[config.mk]
export PLATFORM = sky130hd
export DESIGN_NAME = powlib_iptester
export DESIGN_NICKNAME = d
export VERILOG_FILES = /design/src/rtl/powlib_iptester.sv
export SDC_FILE = /design/constraint.sdc
export NUM_CORES = 1
export LEC_CHECK = 0
export ABC_AREA = 1
export BUFFER_PORTS_ARGS = -buffer_cell sky130_fd_sc_hd__buf_2
export CAP_MARGIN = 0
export CORE_AREA = 2 2 104 106
export CTS_BUF_LIST = sky130_fd_sc_hd__clkbuf_8
export CTS_CLUSTER_SIZE = 14
export DETAILED_ROUTE_END_ITERATION = 6
export DIE_AREA = 0 0 106 108
export HOLD_SLACK_MARGIN = 0.05
export PLACE_DENSITY = 0.73
export SYNTH_ARGS = -nofsm -noshare
export SYNTH_HDL_FRONTEND = slang
export SYNTH_SLANG_ARGS = --single-unit
[constraint.sdc]
create_clock -name clk -period 3.4 [get_ports clk]
set_clock_uncertainty 0.1 [all_clocks]
set_input_delay 0.68 -clock clk [delete_from_list [all_inputs] [get_ports clk]]
set_output_delay 0.68 -clock clk [all_outputs]
set_load 0.05 [all_outputs]
[src/rtl/powlib_iptester.sv]
`default_nettype none
// ============================================================================
// Module   : powlib_iptester
// Purpose  : Bus IP self-tester: writes a seeded pattern to a target, reads it
//            back with bounded outstanding reads, checks responses in any order.
// Revision : 1.0 - initial release
// ============================================================================
module powlib_iptester #(
    parameter int                B_BPD   = 4,
    parameter int                B_AW    = 32,
    parameter int                B_OPW   = 4,
    parameter logic [B_AW-1:0]   B_BASE  = 32'h50030000,
    parameter logic [B_AW-1:0]   T_BASE  = 32'h50000000,
    parameter int                WORDS   = 16,
    parameter int                MAX_OUT = 4,
    parameter logic [31:0]       SEED    = 32'hA5A5A5A5,
    parameter int                TIMEOUT = 1024,
    parameter logic [B_OPW-1:0]  OP_WR   = B_OPW'(0),
    parameter logic [B_OPW-1:0]  OP_RD   = B_OPW'(1)
) (
    input  logic                        clk,
    input  logic                        rst,
    input  logic                        start,
    output logic                        busy,
    output logic                        done,
    output logic                        pass,
    output logic                        timeout,
    output logic [15:0]                 errcnt,
    output logic [B_AW-1:0]             wraddr,
    output logic [9*B_BPD+B_OPW-1:0]    wrdata,
    output logic                        wrvld,
    input  logic                        wrrdy,
    input  logic [B_AW-1:0]             rdaddr,
    input  logic [9*B_BPD+B_OPW-1:0]    rddata,
    input  logic                        rdvld,
    output logic                        rdrdy
);

    localparam int B_DW = 8 * B_BPD;
    localparam int B_WW = B_DW + B_BPD + B_OPW;
    localparam int KW   = (WORDS > 1) ? $clog2(WORDS) : 1;
    localparam int OW   = $clog2(MAX_OUT + 1);
    localparam int TW   = $clog2(TIMEOUT + 1);

    localparam logic [KW-1:0]   K_LAST  = KW'(WORDS - 1);
    localparam logic [OW-1:0]   O_MAX   = OW'(MAX_OUT);
    localparam logic [TW-1:0]   T_LAST  = TW'(TIMEOUT - 1);
    localparam logic [B_AW-1:0] BPD_A   = B_AW'(B_BPD);
    localparam logic [B_AW-1:0] WORDS_A = B_AW'(WORDS);

    typedef enum logic [2:0] {
        S_IDLE   = 3'd0,
        S_WRITE  = 3'd1,
        S_READ   = 3'd2,
        S_DRAIN  = 3'd3,
        S_FINISH = 3'd4
    } state_t;

    state_t          r_state;
    logic            r_start_d;
    logic [KW-1:0]   r_k;
    logic [OW-1:0]   r_out;
    logic [TW-1:0]   r_to;

    logic [B_AW-1:0] w_koff;
    logic [B_AW-1:0] w_roff;
    logic [B_AW-1:0] w_j;
    logic            w_start_edge;
    logic            w_rd_state;
    logic            w_wr_acc;
    logic            w_req_acc;
    logic            w_rsp_acc;
    logic            w_rsp_bad;
    logic            w_to_inc;
    logic            w_to_hit;
    logic [15:0]     w_errcnt_nxt;
    logic            w_unused_rsp_hdr;

    function automatic logic [B_DW-1:0] pat(input logic [B_AW-1:0] idx);
        logic [31:0] i32;
        logic [31:0] t;
        i32 = 32'(idx);
        t   = SEED ^ (i32 * 32'(B_BPD)) ^ {i32[15:0], i32[15:0]};
        return B_DW'(t);
    endfunction

    assign w_start_edge = start && !r_start_d;
    assign w_rd_state   = (r_state == S_READ) || (r_state == S_DRAIN);

    // Request channel is decoded from registered state only, so it stays
    // stable across a wrrdy stall (k and state cannot move without a beat).
    assign w_koff = B_AW'(r_k) * BPD_A;
    assign wraddr = T_BASE + w_koff;
    assign wrvld  = (r_state == S_WRITE) || ((r_state == S_READ) && (r_out < O_MAX));
    assign wrdata = (r_state == S_READ)
                  ? {OP_RD, {B_BPD{1'b1}}, B_DW'(B_BASE + w_koff)}
                  : {OP_WR, {B_BPD{1'b1}}, pat(B_AW'(r_k))};
    assign rdrdy  = w_rd_state;

    assign w_wr_acc  = wrvld && wrrdy;
    assign w_req_acc = w_wr_acc && (r_state == S_READ);
    assign w_rsp_acc = rdvld && rdrdy;

    assign w_roff    = rdaddr - B_BASE;
    assign w_j       = w_roff / BPD_A;
    assign w_rsp_bad = (w_j >= WORDS_A) || ((w_roff % BPD_A) != '0)
                    || (rddata[B_DW-1:0] != pat(w_j));
    assign w_unused_rsp_hdr = ^rddata[B_WW-1:B_DW];

    assign w_errcnt_nxt = (w_rsp_acc && w_rsp_bad && (errcnt != 16'hFFFF))
                        ? errcnt + 16'd1 : errcnt;

    assign w_to_inc = w_rd_state && (r_out != '0) && !w_rsp_acc;
    assign w_to_hit = w_to_inc && (r_to == T_LAST);

    always_ff @(posedge clk) begin
        if (rst) begin
            r_state   <= S_IDLE;
            r_start_d <= 1'b0;
            r_k       <= '0;
            r_out     <= '0;
            r_to      <= '0;
            busy      <= 1'b0;
            done      <= 1'b0;
            pass      <= 1'b0;
            timeout   <= 1'b0;
            errcnt    <= '0;
        end else begin
            r_start_d <= start;
            errcnt    <= w_errcnt_nxt;

            if (w_req_acc && !w_rsp_acc) begin
                r_out <= r_out + OW'(1);
            end else if (!w_req_acc && w_rsp_acc && (r_out != '0)) begin
                r_out <= r_out - OW'(1);
            end

            if (w_rsp_acc) begin
                r_to <= '0;
            end else if (w_to_inc) begin
                r_to <= r_to + TW'(1);
            end

            case (r_state)
                S_IDLE: begin
                    if (w_start_edge) begin
                        errcnt  <= '0;
                        done    <= 1'b0;
                        pass    <= 1'b0;
                        timeout <= 1'b0;
                        busy    <= 1'b1;
                        r_k     <= '0;
                        r_out   <= '0;
                        r_to    <= '0;
                        r_state <= S_WRITE;
                    end
                end
                S_WRITE: begin
                    if (w_wr_acc) begin
                        if (r_k == K_LAST) begin
                            r_k     <= '0;
                            r_to    <= '0;
                            r_state <= S_READ;
                        end else begin
                            r_k <= r_k + KW'(1);
                        end
                    end
                end
                S_READ: begin
                    if (w_to_hit) begin
                        r_to    <= '0;
                        busy    <= 1'b0;
                        done    <= 1'b1;
                        pass    <= 1'b0;
                        timeout <= 1'b1;
                        r_state <= S_FINISH;
                    end else if (w_req_acc) begin
                        if (r_k == K_LAST) begin
                            r_k     <= '0;
                            r_to    <= '0;
                            r_state <= S_DRAIN;
                        end else begin
                            r_k <= r_k + KW'(1);
                        end
                    end
                end
                S_DRAIN: begin
                    // done rises the cycle after the final response lands
                    if (r_out == '0) begin
                        r_to    <= '0;
                        busy    <= 1'b0;
                        done    <= 1'b1;
                        pass    <= (w_errcnt_nxt == 16'd0);
                        r_state <= S_FINISH;
                    end else if (w_to_hit) begin
                        r_to    <= '0;
                        busy    <= 1'b0;
                        done    <= 1'b1;
                        pass    <= 1'b0;
                        timeout <= 1'b1;
                        r_state <= S_FINISH;
                    end
                end
                S_FINISH: begin
                    r_state <= S_IDLE;
                end
                default: begin
                    r_state <= S_IDLE;
                end
            endcase
        end
    end

endmodule
`default_nettype wire

=== Yosys cells after proc, flatten, opt, wreduce, memory -nomap -nowiden ===
Cells that the tools add are included.

* Register bits: 42
* Input bits: 77
* Output and inout port bits: 94
* Word-level logic and storage cells: 118

* Add/subtract/negate cells: 8
* $lt $le $gt $ge: 2
* Equal/unequal tests: 16
* Multiplexer cells: 47
* Bitwise gates (word level): 4
* Reductions and logical operators: 31

{| class="wikitable"
|+ Operators with widths
! cell !! count
|-
| $mux W11 || 9
|-
| $add A31 B6 Y32 const A || 2
|-
| $mux W16 || 3
|-
| $pmux W11 S4 || 1
|-
| $mux W37 || 1
|-
| $mux W3 || 12
|-
| $ne A32 B32 Y1 || 1
|-
| $reduce_bool A32 Y1 || 1
|-
| $sub A32 B31 Y32 const B || 1
|-
| $xor A32 B20 Y32 || 1
|-
| $xor A32 B32 Y32 || 1
|-
| $ge A30 B5 Y1 const B || 1
|-
| $mux W4 || 5
|-
| $add A16 B1 Y16 const B || 1
|-
| $logic_not A16 Y1 || 1
|-
| $ne A16 B16 Y1 const B || 1
|-
| $not A16 Y16 || 1
|-
| $not A3 Y16 || 1
|-
| $logic_and A1 B1 Y1 || 13
|-
| $pmux W1 S3 || 4
|-
| $pmux W3 S4 || 1
|-
| $pmux W4 S3 || 1
|-
| $add A11 B1 Y11 const B || 1
|-
| $eq A11 B10 Y1 const B || 1
|-
| 20 further kinds || 43
|}

=== Logic depth before layout (Yosys ltp) ===
Gate-level depths: netlist (run 1).

* Depth in word-level cells: 12
* Gate-level depth with buffers: 23
* Mapped depth without buffers: 22

=== Worst setup path before layout (run 1) ===
No wires, ideal clock.

* Path kind: register to output
* Start: register r_state[1]
* End: output wrdata[2]
* Arrival time: 3117 ps
* Required time: 2620 ps
* Path slack: -497 ps
* Cell stages (with the launch flop): 9
* Buffers on the path: 1
* Cells stage by stage: dfxtp_1 > inv_1 > nor2_2 > inv_1 > nor2_4 > inv_1 > clkbuf_1 > nand2_1 > xor2_1

* Cells in the longest elaborated chain, start to end: 2

{| class="wikitable"
|+ RTL lines
! what !! RTL line !! RTL
|-
| from (decl) || 59 || <nowiki>state_t r_state;</nowiki>
|-
| from (signal assigned) || 118 || <nowiki>r_state <= S_IDLE;</nowiki>
|-
| from (signal assigned) || 155 || <nowiki>r_state <= S_WRITE;</nowiki>
|-
| from (signal assigned) || 163 || <nowiki>r_state <= S_READ;</nowiki>
|-
| $eq A3 B2 Y1 || 95 || <nowiki>assign wrdata = (r_state == S_READ)</nowiki>
|-
| $mux W37 || 96 || <nowiki>? {OP_RD, {B_BPD{1'b1}}, B_DW'(B_BASE + w_koff)}</nowiki>
|-
| to (decl) || 30 || <nowiki>output logic [9*B_BPD+B_OPW-1:0] wrdata,</nowiki>
|}

Every way passes these cells.

=== Final worst setup path (run 1) ===
* Start: input rdaddr[16]
* End: register pass

* Cells in the longest elaborated chain, start to end: 11
* Elaborated cells on any way between the ends: 13
* Classes of those cells: add/sub (1); order compare (1); eq/ne (1); mux (3); bitwise (2); reduce/logical (5)

{| class="wikitable"
|+ RTL lines
! what !! RTL line !! RTL
|-
| from (decl) || 33 || <nowiki>input logic [B_AW-1:0] rdaddr,</nowiki>
|-
| $sub A32 B31 Y32 (*) || 104 || <nowiki>assign w_roff = rdaddr - B_BASE;</nowiki>
|-
| branches (longest 3 deep; another with $ge A30 B5 Y1) || n/a ||
|-
| $logic_or A1 B1 Y1 (*) || 107 || <nowiki>|| (rddata[B_DW-1:0] != pat(w_j));</nowiki>
|-
| $logic_and A1 B1 Y1 (*) (2 in series) || 110 || <nowiki>assign w_errcnt_nxt = (w_rsp_acc && w_rsp_bad && (errcnt != 16'hFFFF))</nowiki>
|-
| $mux W16 (*) || 111 || <nowiki>? errcnt + 16'd1 : errcnt;</nowiki>
|-
| $logic_not A16 Y1 (*) || 193 || <nowiki>pass <= (w_errcnt_nxt == 16'd0);</nowiki>
|-
| $mux W1 (*) || 189 || <nowiki>if (r_out == '0) begin</nowiki>
|-
| $pmux W1 S3 (*) || 144 || <nowiki>case (r_state)</nowiki>
|-
| to (signal assigned) || 193 ||
|-
| to (decl) || 26 || <nowiki>output logic pass,</nowiki>
|}

Mark *: on every way between the ends.
A chain may end at the register's enable or synchronous reset.

==> results of run 1 <==
## worst min-delay path by stage
| stage | startpoint | end | slack (ns) | depth (start not counted) |
|---|---|---|---|---|
| after global placement | done | done | 0.35 | 2 |
| after CTS | pass | pass | 0.37 | 2 |
| after detailed placement | pass | pass | 0.36 | 2 |
| final | pass | pass | 0.36 | 2 |
| after global routing | pass | pass | 0.38 | 2 |
| after floorplan | r_to[1] | r_to[1] | 0.37 | 2 |
## power by group
group	internal [mW]	switching, mW	leakage [nW]
sequential	0.523	0.0364	0.339
clock	0.147	0.195	0.0408
combinational	0.330	1.04	2.36
total	1.00	1.27	2.74
## layout make-up
class / count / area, um2
clock buffers: 5 / 68.82
fillers: 1115 / 5070
clock inverters: 3 / 23.77
multi-input cells: 604 / 3000
inverters: 107 / 401.6
well taps: 136 / 170.2
flip-flops and latches: 42 / 840.8
repair buffers: 125 / 655.6
## critical path: cells and delay by family
kind / cells / cell delay [ns]
compound gates: 2 / 0.27
fa+ha+maj: 1 / 0.25
buf+inv: 2 / 0.29
simple gates: 16 / 1.66
## cell usage in the layout, fill, tap and decap left out, types with 8 or more instances in the layout
cell                       count
sky130_fd_sc_hd__conb_1       44
sky130_fd_sc_hd__nand2_1     239
sky130_fd_sc_hd__nand3b_1     10
sky130_fd_sc_hd__ha_1          8
sky130_fd_sc_hd__nor3_1       13
sky130_fd_sc_hd__dfxtp_1      42
sky130_fd_sc_hd__nand3_1      47
sky130_fd_sc_hd__buf_2       118
sky130_fd_sc_hd__nand4_1      23
sky130_fd_sc_hd__nor2_1       99
sky130_fd_sc_hd__a21oi_1      29
sky130_fd_sc_hd__xnor2_1      15
sky130_fd_sc_hd__inv_1       103
sky130_fd_sc_hd__xor2_1       28
sky130_fd_sc_hd__o21ai_0      10
## registers in the layout, indices dropped and copies added, names as in the netlist
register / count
timeout: 1
pass: 1
errcnt: 16
r_to: 11
done: 1
r_out: 3
r_start_d: 1
r_state: 3
r_k: 4
busy: 1
## logic make-up after synthesis
kind of cell,Yosys count,synth area share
buffers and inverters,174,0.1951
adders and majority gates,9,0.02488
other,2,0.001659
and+or+nand+nor,453,0.4331
xor gates and xnor gates,46,0.09204
DFF,42,0.1857
AOI/OAI and AO/OA,52,0.06744
## metrics by stage
step,utilization,instances
2_1_floorplan,-,820
3_3_place_gp,0.4954,1014
3_5_place_dp,0.4954,1014
4_1_cts,0.5045,1022
5_1_grt,0.5045,1022
6_report,0.5045,1022
## routing by layer
metal	vias to the layer above	part of all wire	wire length, um	track usage
met5	-	0	0	0
met4	0	0.013	139	0.04041
met3	16	0.067	742	0.03074
met2	156	0.45	4979	0.3364
met1	2044	0.47	5233	0.2571
li1	2540	-	-	-
==> results list, run 1 <==
* Total clock buffers created by CTS: 5
* Number of nets with antenna violations after routing: 0
- TritonCTS clock tree: built
- The biggest area contributor in the post-synthesis netlist is sky130_fd_sc_hd__nand2_1.
* Maximum vdd ir drop: 405.4 uV
- Power density cells: 440.0 nW/um2
- The endpoint identified for the worst register-to-register timing path is r_k[3].
- Number of global-route vias before repair: 4139
- The number of antenna violations at the first check in global routing came to 0.
* Total negative setup slack: 0 ns
- Max Cap Viol: 0
- After synthesis, the most frequently instantiated cells are sky130_fd_sc_hd__nand2_1, sky130_fd_sc_hd__inv_1, sky130_fd_sc_hd__nor2_1, sky130_fd_sc_hd__buf_4, sky130_fd_sc_hd__nand3_1.
- Number of hold-repair buffers added at the cts stage: 0
- Sum of net half-perimeters after detailed placement: 9099 um
- Before antenna repair, the detailed router went through 4 iterations.
- Final worst hold slack: 0.3649 ns
* Number of clock sinks: 42
* Final weighted congestion in routability-driven placement: 0.9225
- Share of the clock period used by the worst path after layout: 0.8897
* Post-Synthesis Cell Area: 4527 um2
- EDFF count, synth: 0
- Yosys instantiated no cell more often than sky130_fd_sc_hd__nand2_1.
* Core Region: 10230 um2
- The clock reaches the later pin of the worst-skew pair after 0.30 ns.
- The analysis attributes to cell leakage a power of 2.741 nW.
- Maximum fanout encountered on the critical timing path: 17
- The min-delay analysis places its worst path in the category flip-flop to flip-flop.
* Global-route wire length before repair: 18440 um
- Setup violations remaining at the end of the flow were counted as 0.
- Based on the critical path, the design can be clocked at up to 0.3306 GHz.
- The total count of hold-check failures in the final report is 0.
* Startpoint of the lowest-slack register-to-register path: r_out[0]
- Slew at the pin with the worst max-slew slack: 0.6972 ns
- Clock-pin slew was measured on the worst setup and hold paths at 0.08 ns.
- In the synthesized netlist the async set-or-reset flop fraction comes to 0.
- The average instance in the mapped netlist occupies 5.819 um2.
* Cell count of the worst reg-to-reg path: 12
- The Yosys step of the flow raised 0 warnings.
- In this run the worst setup path terminates at pass.
- Standard cell area after detailed placement: 5069 um2
- CTS placed an instance of sky130_fd_sc_hd__clkbuf_8 at the clock tree root.
* Largest incremental delay on the critical path: 0.25 ns
* Worst Setup Slack post-DPL: 0.06438 ns
* Min Clock Period, post-route: 3.025 ns
- During I/O placement, the number of pins put on the boundary was 171.
* Number of cells produced by synthesis: 778
- The share of the Yosys chip area taken by registers is 0.1857.
* Chip Height: 108 um
* Proportion of layout cells with a drive suffix above 1: 0.1795
* Cell type of the slowest stage on the worst timing path: sky130_fd_sc_hd__ha_1
* Launching element type of the critical path: primary input
* Iteration-0 DRC Markers: 218
- Number of nets in the finished design: 971
- Final design area excluding fillers: 5161 um2
* Worst setup EP type: flip-flop
- Worst setup slack after layout: 0.3749 ns
* Number of buffer cells added on primary ports: 118
* Total number of vias: 4756
- DIE AREA: 11450 um2
- In the routed design, unresolved DRC markers number 0.
* Series of cell instances along the critical path: buf_2 -> ha_1 -> inv_1 -> nand2_1 -> nor2_1 -> nand2_1 -> nand2_1 -> nand2_1 -> nor2_1 -> nand3_1 -> nor2_1 -> nand3_1 -> nor2_2 -> nand3_4 -> nand3_4 -> o21ai_0 -> nor2_1 -> nand2_1 -> nor2_1 -> nand3_1 -> a21oi_1
* Relative slew margins: 0.5341
* Maximum level of the CTS H-tree: 2
- Setup repair after global routing left no endpoint under its margin.
- Antenna Diode Count: 0
- The final number of max-transition violations was 0.
- The synthesized design contains 42 register bits.
- WL/cell: 10.86 um
- Worst-case clock buffer depth: 2
* Wire length after detailed routing: 11100 um
- For this run, the total global-route usage over all layers was measured as 0.1943.
* Row count: 37
* Tot Pwr: 2.271 mW
- Via density: 4.654
* Distinct cell type count after synthesis: 38
- Result of the run: finished, final reports clean
- Beginning of the critical path: rdaddr[16]
- STA puts the critical path data required time at 3.53 ns.
* Post-cts gate resize count: 0
- Setup slack on the worst flop-to-flop path: 0.71 ns
- Arrival time reported for the critical path endpoint: 3.16 ns
* Effective utilization at floorplan: 0.4425
- Buffers inserted by post-CTS timing repair: 0
* Top flip-flop cell by instance count after synthesis: sky130_fd_sc_hd__dfxtp_1
* Largest net degree at the start of global routing: 21
- Leading post-synthesis cells by cell area: sky130_fd_sc_hd__nand2_1, sky130_fd_sc_hd__dfxtp_1, sky130_fd_sc_hd__buf_4
- For this run the aggregate overflow at the end of global routing stands at 0.
- P&R area growth vs syn: 14.01%
- Width of the chip: 106 um
* Proportion of netlist area held by the largest area contributor: 0.1982
- Category of the most critical setup path: primary input to flip-flop
Note: power is estimated with default switching activity, not from simulation.
==> run 2: changes to the inputs <==
- ABC_CLOCK_PERIOD_IN_PS: default -> 3400
- REMOVE_ABC_BUFFERS: default -> 1
==> run 2 against run 1 <==
Via count decreased by 1.1%. Wire length decreased by 2.3%. Clock power increased by 14%. Cell count about the same. Critical endpoint unchanged. Largest power group unchanged.
==> results list, run 2 (synthesized netlist as in run 1, its figures left out) <==
* Result of the run: finished, final reports clean
- Number of hold-repair buffers added at the cts stage: 0 (unchanged)
- The post-CTS setup buffer count was 0 (unchanged).
- The maximum clock frequency was 0.3237 GHz (-2.1%).
- Row count: 37 (unchanged)
- The static leakage came to 2.736 nW (-0.16%).
- Number of clock sinks: 42 (unchanged)
* Switching power share of the total: 0.5410 (-0.01867)
- Setup slack on the worst flop-to-flop path: 0.59 ns (-0.12 ns)
- The global-route congestion overflow total was 0 (unchanged).
- The number of antenna violations at the first check in global routing is 1 (+1).
* Slew at the pin with the worst max-slew slack: 0.7109 ns (+0.01374 ns)
* Series of cell instances along the critical path: buf_2 -> ha_1 -> nor2_1 -> o21ai_0 -> nand2_1 -> nand2_1 -> nor2_1 -> nand3_1 -> nor2_1 -> nand3_1 -> nor2_2 -> nand3_4 -> buf_4 -> nand4_1 -> nand2_1 -> nor2_1 -> nand2_1 -> nor2_1 -> nand3_1 -> a21oi_1
* Final Hold Viols: 0 (unchanged)
- The share of the core filled with cells in the final layout is 0.4997 (-0.004770).
* Via density: 4.608 (-0.98%)
* Arrival time reported for the critical path endpoint: 3.22 ns (+0.06 ns)
- Iteration-0 DRC Markers: 216 (-0.92%)
- The worst-case reg-to-reg path depth was 11 (-1).
* Number of buffer cells added on primary ports: 118 (unchanged)
- Beginning of the critical path: rdaddr[16]
* Register share of total power: 0.244 (-0.002)
- CTS clk-pin slew, worst paths: 0.08 ns (about the same)
- Setup repair after global routing left no endpoint under its margin.
- The chip height is 108 um (unchanged).
* Top delay family on crit path: simple AND/OR/NAND/NOR gates
* Category of the most critical setup path: primary input to flip-flop
* Maximum fanout encountered on the critical timing path: 14 (-3)
- The number of H-tree branching levels was 2 (unchanged).
- The slowest stage of the critical path belongs to the cell sky130_fd_sc_hd__ha_1.
- Following the worst setup path forward leads to its endpoint at pass.
- The first-pass detailed-route iteration total came to 4 (unchanged).
- Largest net degree at the start of global routing: 25 (+19%)
- GRT Util Overall: 0.1893 (-0.005052)
* Worst setup EP type: flip-flop
- Cell internal pwr: 1.051 mW (+5.1%)
- The overall via count from detail_route came to 4705 (-1.1%).
- Final setup fails: 0 (unchanged)
- The final HPWL from detailed placement came to 8995 um (-1.1%).
* Effective utilization at floorplan: 0.4425 (unchanged)
* Number of nets with antenna violations after routing: 0 (unchanged)
- The number of violations of the max-capacitance limit is 0 (unchanged).
- In the layout the commonest cells are sky130_fd_sc_hd__nand2_1, sky130_fd_sc_hd__buf_2, sky130_fd_sc_hd__inv_1.
- Filler instances: 1123 (+0.72%)
- The die area was 11450 um2 (unchanged).
- Final weighted congestion in routability-driven placement: 0.9186 (-0.42%)
- The post-cts resize count is 0 (unchanged).
- Number of global-route vias before repair: 4028 (-2.7%)
* Wire length after detailed routing: 10840 um (-2.3%)
- The number of cells on the critical path is 20 (-4.8%).
- DRC violations left: 0 (unchanged)
- Number of buffer and inverter stages on the critical path: 2 (unchanged)
* Relative contribution of the clock network to total power: 0.170 (+0.020)
* Largest incremental delay on the critical path: 0.39 ns (+0.14 ns)
- Net Switching: 1.239 mW (-2.5%)
* Commonest non-fill, non-tap cell in the layout: sky130_fd_sc_hd__nand2_1
* Worst-case clock buffer depth: 2 (unchanged)
- Launching element type of the critical path: primary input
* Min Clock Period, post-route: 3.089 ns (+0.06378 ns)
- The worst register-to-register path begins at r_state[1].
- Maximum vdd ir drop: 382.7 uV (-5.6%)
- Worst setup slack after layout: 0.3112 ns (-0.06378 ns)
- The final setup TNS was 0 ns (unchanged).
* Total clock buffers created by CTS: 5 (unchanged)
* Global-route wire length before repair: 17940 um (-2.7%)
- The net total in the final layout came to 969 (-0.21%).
- Most prevalent standard cell on the critical path: sky130_fd_sc_hd__nor2_1
* Share of the clock period used by the worst path after layout: 0.9085 (+0.01876)
- TritonCTS built the clock tree.
- The clock latency on the worst-skew pair is 0.30 ns (about the same).
* Power density cells: 447.9 nW/um2 (+1.8%)
- Standard cell area after detailed placement: 5001 um2 (-1.3%)
* Final max-slew violation count: 0 (unchanged)
- Final design area excluding fillers: 5112 um2 (-0.95%)
- # IOs: 171 (unchanged)
* Width of the chip: 106 um (unchanged)
- Class of the tightest hold or removal check: flip-flop to flip-flop
- Largest registers in the final layout: errcnt (16), r_to (11), r_k (4)
- Relative slew margins: 0.5249 (-0.009184)
- The fraction of layout instances using a drive strength above 1 was 0.1742 (-0.005250).
* Worst Setup Slack post-DPL: 0.003043 ns (-0.06133 ns)
* P&R area growth vs syn: 12.94%
- CTS root buffer: sky130_fd_sc_hd__clkbuf_8
* Placed cell count: 1012 (-0.20%)
- Combinational group share of total power: 0.586 (-0.017)
- The number of flip-flops under the largest register name came to 16 (unchanged).
- Endpoint of the most critical register-to-register path: r_k[0]
- More flip-flops sit in one register than any other, and that register is errcnt.
- The area of the placeable core is 10230 um2 (unchanged).
- Final standard cell count with taps included and fillers excluded: 1021 (-0.098%)
- The detail-routed net length per standard cell was 10.62 um (-2.2%).
* Critical Path RT: 3.53 ns (about the same)
run 2: cell count changes in the layout (fill, tap and decap cells not counted):
cell	previous run	this run
sky130_fd_sc_hd__buf_12	1	0
sky130_fd_sc_hd__buf_4	6	5
sky130_fd_sc_hd__bufinv_16	0	1
sky130_fd_sc_hd__clkinv_2	0	2
sky130_fd_sc_hd__clkinvlp_4	2	0
sky130_fd_sc_hd__diode_2	0	1
sky130_fd_sc_hd__ha_1	8	9
sky130_fd_sc_hd__ha_2	1	0
sky130_fd_sc_hd__inv_6	1	0
sky130_fd_sc_hd__xor2_1	28	30
sky130_fd_sc_hd__xor2_4	2	0
run 2: metal layers:
metal | part of all wire | track usage | wire length, um
met5 | 0 | 0 | 0
met4 | 0.023 | 0.05733 | 253
met2 | 0.46 | 0.3171 | 4990
met1 | 0.46 | 0.2513 | 5024
met3 | 0.053 | 0.03074 | 572
run 2: power groups by stage:
stage / sequential, mW / combinational (mW) / clock, mW
final: 0.558 / 1.34 / 0.390
after global routing: 0.565 / 1.46 / 0.425
after CTS: 0.558 / 1.34 / 0.399
after detailed placement: 0.570 / 1.34 / 0
after global placement: 0.569 / 1.34 / 0
after floorplan: 0.635 / 0.983 / 0
run 2: cell type report:
class / count / area (um2) / area share
Multi-Input combinational cell: 604 / 2960 / 0.5791
Sequential cell: 42 / 840.8 / 0.1645
Timing Repair Buffer: 123 / 628.1 / 0.1229
Inverter: 107 / 401.6 / 0.07856
Tap cell: 136 / 170.2 / 0.03328
Clock buffer: 5 / 68.82 / 0.01346
Clock inverter: 3 / 40.04 / 0.007832
Antenna cell: 1 / 2.502 / 0.0004895
run 2: worst register-to-register path: stages (launching register included):
cell	delay [ns]
sky130_fd_sc_hd__dfxtp_1	0.39
sky130_fd_sc_hd__inv_1	0.07
sky130_fd_sc_hd__nor2_2	0.14
sky130_fd_sc_hd__inv_1	0.14
sky130_fd_sc_hd__nor2_4	0.16
sky130_fd_sc_hd__inv_1	0.29
sky130_fd_sc_hd__o21ai_2	0.24
sky130_fd_sc_hd__nand2_1	0.14
sky130_fd_sc_hd__a221oi_1	0.27
sky130_fd_sc_hd__nand2_1	0.22
sky130_fd_sc_hd__or4_1	0.44
sky130_fd_sc_hd__a21oi_1	0.15
run 2: worst min path at each step:
stage / startpoint / end / slack [ns] / cells past startpoint
after floorplan: r_to[1] / r_to[1] / 0.37 / 2
after global placement: busy / busy / 0.35 / 2
after detailed placement: busy / busy / 0.35 / 2
after CTS: busy / busy / 0.37 / 2
after global routing: pass / pass / 0.40 / 2
final: busy / busy / 0.36 / 2
run 2: metrics by stage:
stage                     hold slack [ns]  total power [mW]
final                              0.3613             2.290
after floorplan                    0.3664             1.618
after detailed placement           0.3533             1.909
after global placement             0.3520             1.904
after CTS                          0.3661             2.302
after global routing               0.4045             2.445
==> run 3: changes to the inputs <==
- BUFFER_PORTS_ARGS: -buffer_cell sky130_fd_sc_hd__buf_2 -> -buffer_cell sky130_fd_sc_hd__buf_4
==> run 3 against run 2 <==
Sequential share of layout area down 0.95 points. Sequential power hardly changed. Global-route usage rose by 0.68 points. Flip-flop and latch count is the same. Via count increased by 1.0%. First-iteration DRC count unchanged. Worst setup slack improved by 0.059 ns. Largest power group unchanged.
==> results list, run 3 (synthesized netlist as in run 1, its figures left out) <==
* Result of the run: finished, final reports clean
* Placed cell count: 1011 (-0.099%)
* Maximum level of the CTS H-tree: 2 (unchanged)
- The total setup violations reported at the end of the flow was 0 (unchanged).
- The internal power of the cells was 1.222 mW (+16%).
* CTS root buffer: sky130_fd_sc_hd__clkbuf_8
* Multi-input logic area: 2960 um2 (unchanged)
- The maximum net fanout on the critical path came to 14 (unchanged).
* Cell type of the slowest stage on the worst timing path: sky130_fd_sc_hd__ha_1
- Launching element type of the critical path: primary input
- The library cell used most frequently in the layout, excluding fill and tap cells, is sky130_fd_sc_hd__nand2_1.
- Hold path startpoint: busy
* WL/cell: 11.08 um (+4.3%)
* DRC violations left: 0 (unchanged)
- Leaving out fill and tap cells, the most frequent cells in the layout are sky130_fd_sc_hd__nand2_1, sky130_fd_sc_hd__buf_4, sky130_fd_sc_hd__inv_1.
* Relative slew margins: 0.5204 (-0.004550)
- The total clock buffers created by CTS is 5 (unchanged).
* CTS clk-pin slew, worst paths: 0.08 ns (about the same)
- Category of the most critical setup path: primary input to flip-flop
- # IOs: 171 (unchanged)
- The number of diodes added for antenna fixing was 0 (-1).
- Switching power share of the total: 0.5099 (-0.03106)
* Largest registers in the final layout: errcnt (16), r_to (11), r_k (4)
* Number of hold-repair buffers added at the cts stage: 0 (unchanged)
- The total count of hold-check failures in the final report is 0 (unchanged).
* Slew at the pin with the worst max-slew slack: 0.7177 ns (+0.006809 ns)
- Busiest layer in global routing: met2
* Number of buffer cells added on primary ports: 118 (unchanged)
- The clock period minus final worst setup slack came to 3.029 ns (-0.05940 ns).
* Final standard cell count with taps included and fillers excluded: 1019 (-0.20%)
- The largest stage delay on the critical path came to 0.22 ns (-0.17 ns).
- Share of the clock period used by the worst path after layout: 0.8910 (-0.01747)
* F_max: 0.3301 GHz (+2.0%)
- The data required time of the worst path is 3.54 ns (about the same).
- The via count of the first global-routing pass is 4081 (+1.3%).
- The area of the placeable core was 10230 um2 (unchanged).
* Setup slack on the worst flop-to-flop path: 0.57 ns (-0.02 ns)
- Global-route wire length before repair: 18500 um (+3.1%)
* Max FFs per register: 16 (unchanged)
- The post-cts resize count came to 0 (unchanged).
- TritonCTS clock tree: built
- The maximum VDD drop came to 486.5 uV (+27%).
- The fraction of power consumed by the clock network was 0.194 (+0.024).
* Final max-slew violation count: 0 (unchanged)
* Fraction of met1 tracks used by global routing: 0.2592 (+0.007917)
* Total grt overflow: 0 (unchanged)
- Series of cell instances along the critical path: buf_4 -> ha_1 -> inv_1 -> nand2_1 -> nand2_1 -> nand2_1 -> nor2_1 -> nand2_1 -> nor2_1 -> nand3_1 -> nor2_1 -> nand3_1 -> nor2_2 -> nand3_4 -> buf_4 -> nand4_1 -> nand2_1 -> nor2_1 -> nand2_1 -> nor2_1 -> nand3_1 -> a21oi_1
- By instance count, the cell type seen most on the critical path is sky130_fd_sc_hd__nand2_1.
- Startpoint of the lowest-slack register-to-register path: r_state[1]
- The fraction of layout instances using a drive strength above 1 was 0.1733 (-0.0009352).
- The overall via count from detail_route came to 4752 (+1.0%).
- The maximum count of clock buffers along a single path is 2 (unchanged).
* Register share of total power: 0.225 (-0.019)
- Largest register by flop count: errcnt
* Width of the chip: 106 um (unchanged)
- The path with the worst hold slack has its endpoint at busy.
* Effective utilization at floorplan: 0.4425 (unchanged)
- The total length of routed wires came to 11290 um (+4.1%).
- The endpoint identified for the worst register-to-register timing path is r_k[0].
- Row count: 37 (unchanged)
- Sum of net half-perimeters after detailed placement: 9251 um (+2.8%)
- The first-pass detailed-route iteration total was 5 (+1).
- Chip Height: 108 um (unchanged)
* WHS Path Cells: 2 (unchanged)
* Iteration-0 DRC Markers: 216 (unchanged)
* Cell count of the worst reg-to-reg path: 11 (unchanged)
- Met3 usage: 0.02592 (-0.004822)
- STA classifies the critical path endpoint as a flip-flop.
* Tot Pwr: 2.493 mW (+8.9%)
- The path class of the tightest hold or removal check is flip-flop to flip-flop.
- The number of fillers in the final layout is 1094 (-2.6%).
* GRT Util Overall: 0.1961 (+0.006815)
* Arrival time reported for the critical path endpoint: 3.17 ns (-0.05 ns)
- DIE AREA: 11450 um2 (unchanged)
- The number of nets with antenna violations after detailed routing is 0 (unchanged).
- Combinational group share of total power: 0.582 (-0.004)
- Number of nets in the finished design: 968 (-0.10%)
- The clock latency on the worst-skew pair is 0.31 ns (about the same).
- Initial antenna violation count: 0 (-1)
- Unrepaired setup endpoints after global routing: no
* Number of clock sinks: 42 (unchanged)
- The maximum number of pins on one net before global-route repair is 25 (unchanged).
* Leak: 2.828 nW (+3.4%)
- The net switching component of the power was 1.271 mW (+2.6%).
- Buffers inserted by post-CTS timing repair: 0 (unchanged)
- Final weighted congestion in routability-driven placement: 0.9524 (+3.7%)
- The cell area power density came to 459.4 nW/um2 (+2.6%).
* Via density: 4.663 (+1.2%)
- The number of violations of the max-capacitance limit came to 0 (unchanged).
- P&R area growth vs syn: 19.87%
- Total area of sequential cells: 840.8 um2 (unchanged)
- Met2 Track Usage GR: 0.3355 (+0.01843)
## run 3: metrics by stage
stage               area, um2  setup slack [ns]  TNS [ns]  hold slack [ns]    util
floorplan                4203            -3.639   -119.73           0.3664       -
global placement         5289           0.08299         0           0.3573  0.5169
detailed placement       5289           0.03282         0           0.3623  0.5169
CTS                      5426            0.3543         0           0.3751  0.5304
global route             5426           0.03995         0           0.3983  0.5304
finish                   5426            0.3706         0           0.3684  0.5304
## run 3: layer usage
metal	wire, um	share of wire
met4	235	0.021
met1	5280	0.47
met3	498	0.044
met5	0	0
met2	5272	0.47
## run 3: how the worst max path moves through the flow
stage | slack [ns] | from | end | cells past startpoint
after global routing | 0.04 | rdaddr[16] | pass | 22
final | 0.37 | rdaddr[16] | pass | 22
after global placement | 0.08 | rdaddr[16] | pass | 20
after CTS | 0.35 | rdaddr[16] | pass | 20
after floorplan | -3.64 | r_state[1] | r_k[0] | 11
after detailed placement | 0.03 | rdaddr[16] | pass | 20
## run 3: power groups by stage
stage               clock (mW)  combinational [mW]  sequential (mW)
floorplan                    0               0.983            0.635
CTS                      0.499                1.45            0.560
global placement             0                1.44            0.570
detailed placement           0                1.44            0.571
finish                   0.483                1.45            0.560
global route             0.514                1.57            0.566
## run 3: layout make-up
cell class,instances,share of cell area
sequential,42,0.1549
inverter,107,0.07401
tap,136,0.03136
clock inverter,3,0.01268
clock buffer,5,0.01268
timing repair buffer,122,0.1688
multi-input combinational,604,0.5455
## run 3: worst max-delay path, delay by kind of cell
kind	cells	cell delay, ns
buffers and inverters	3	0.50
and+or+nand+nor	17	1.66
AOI/OAI and AO/OA	1	0.12
adders and majority gates	1	0.22
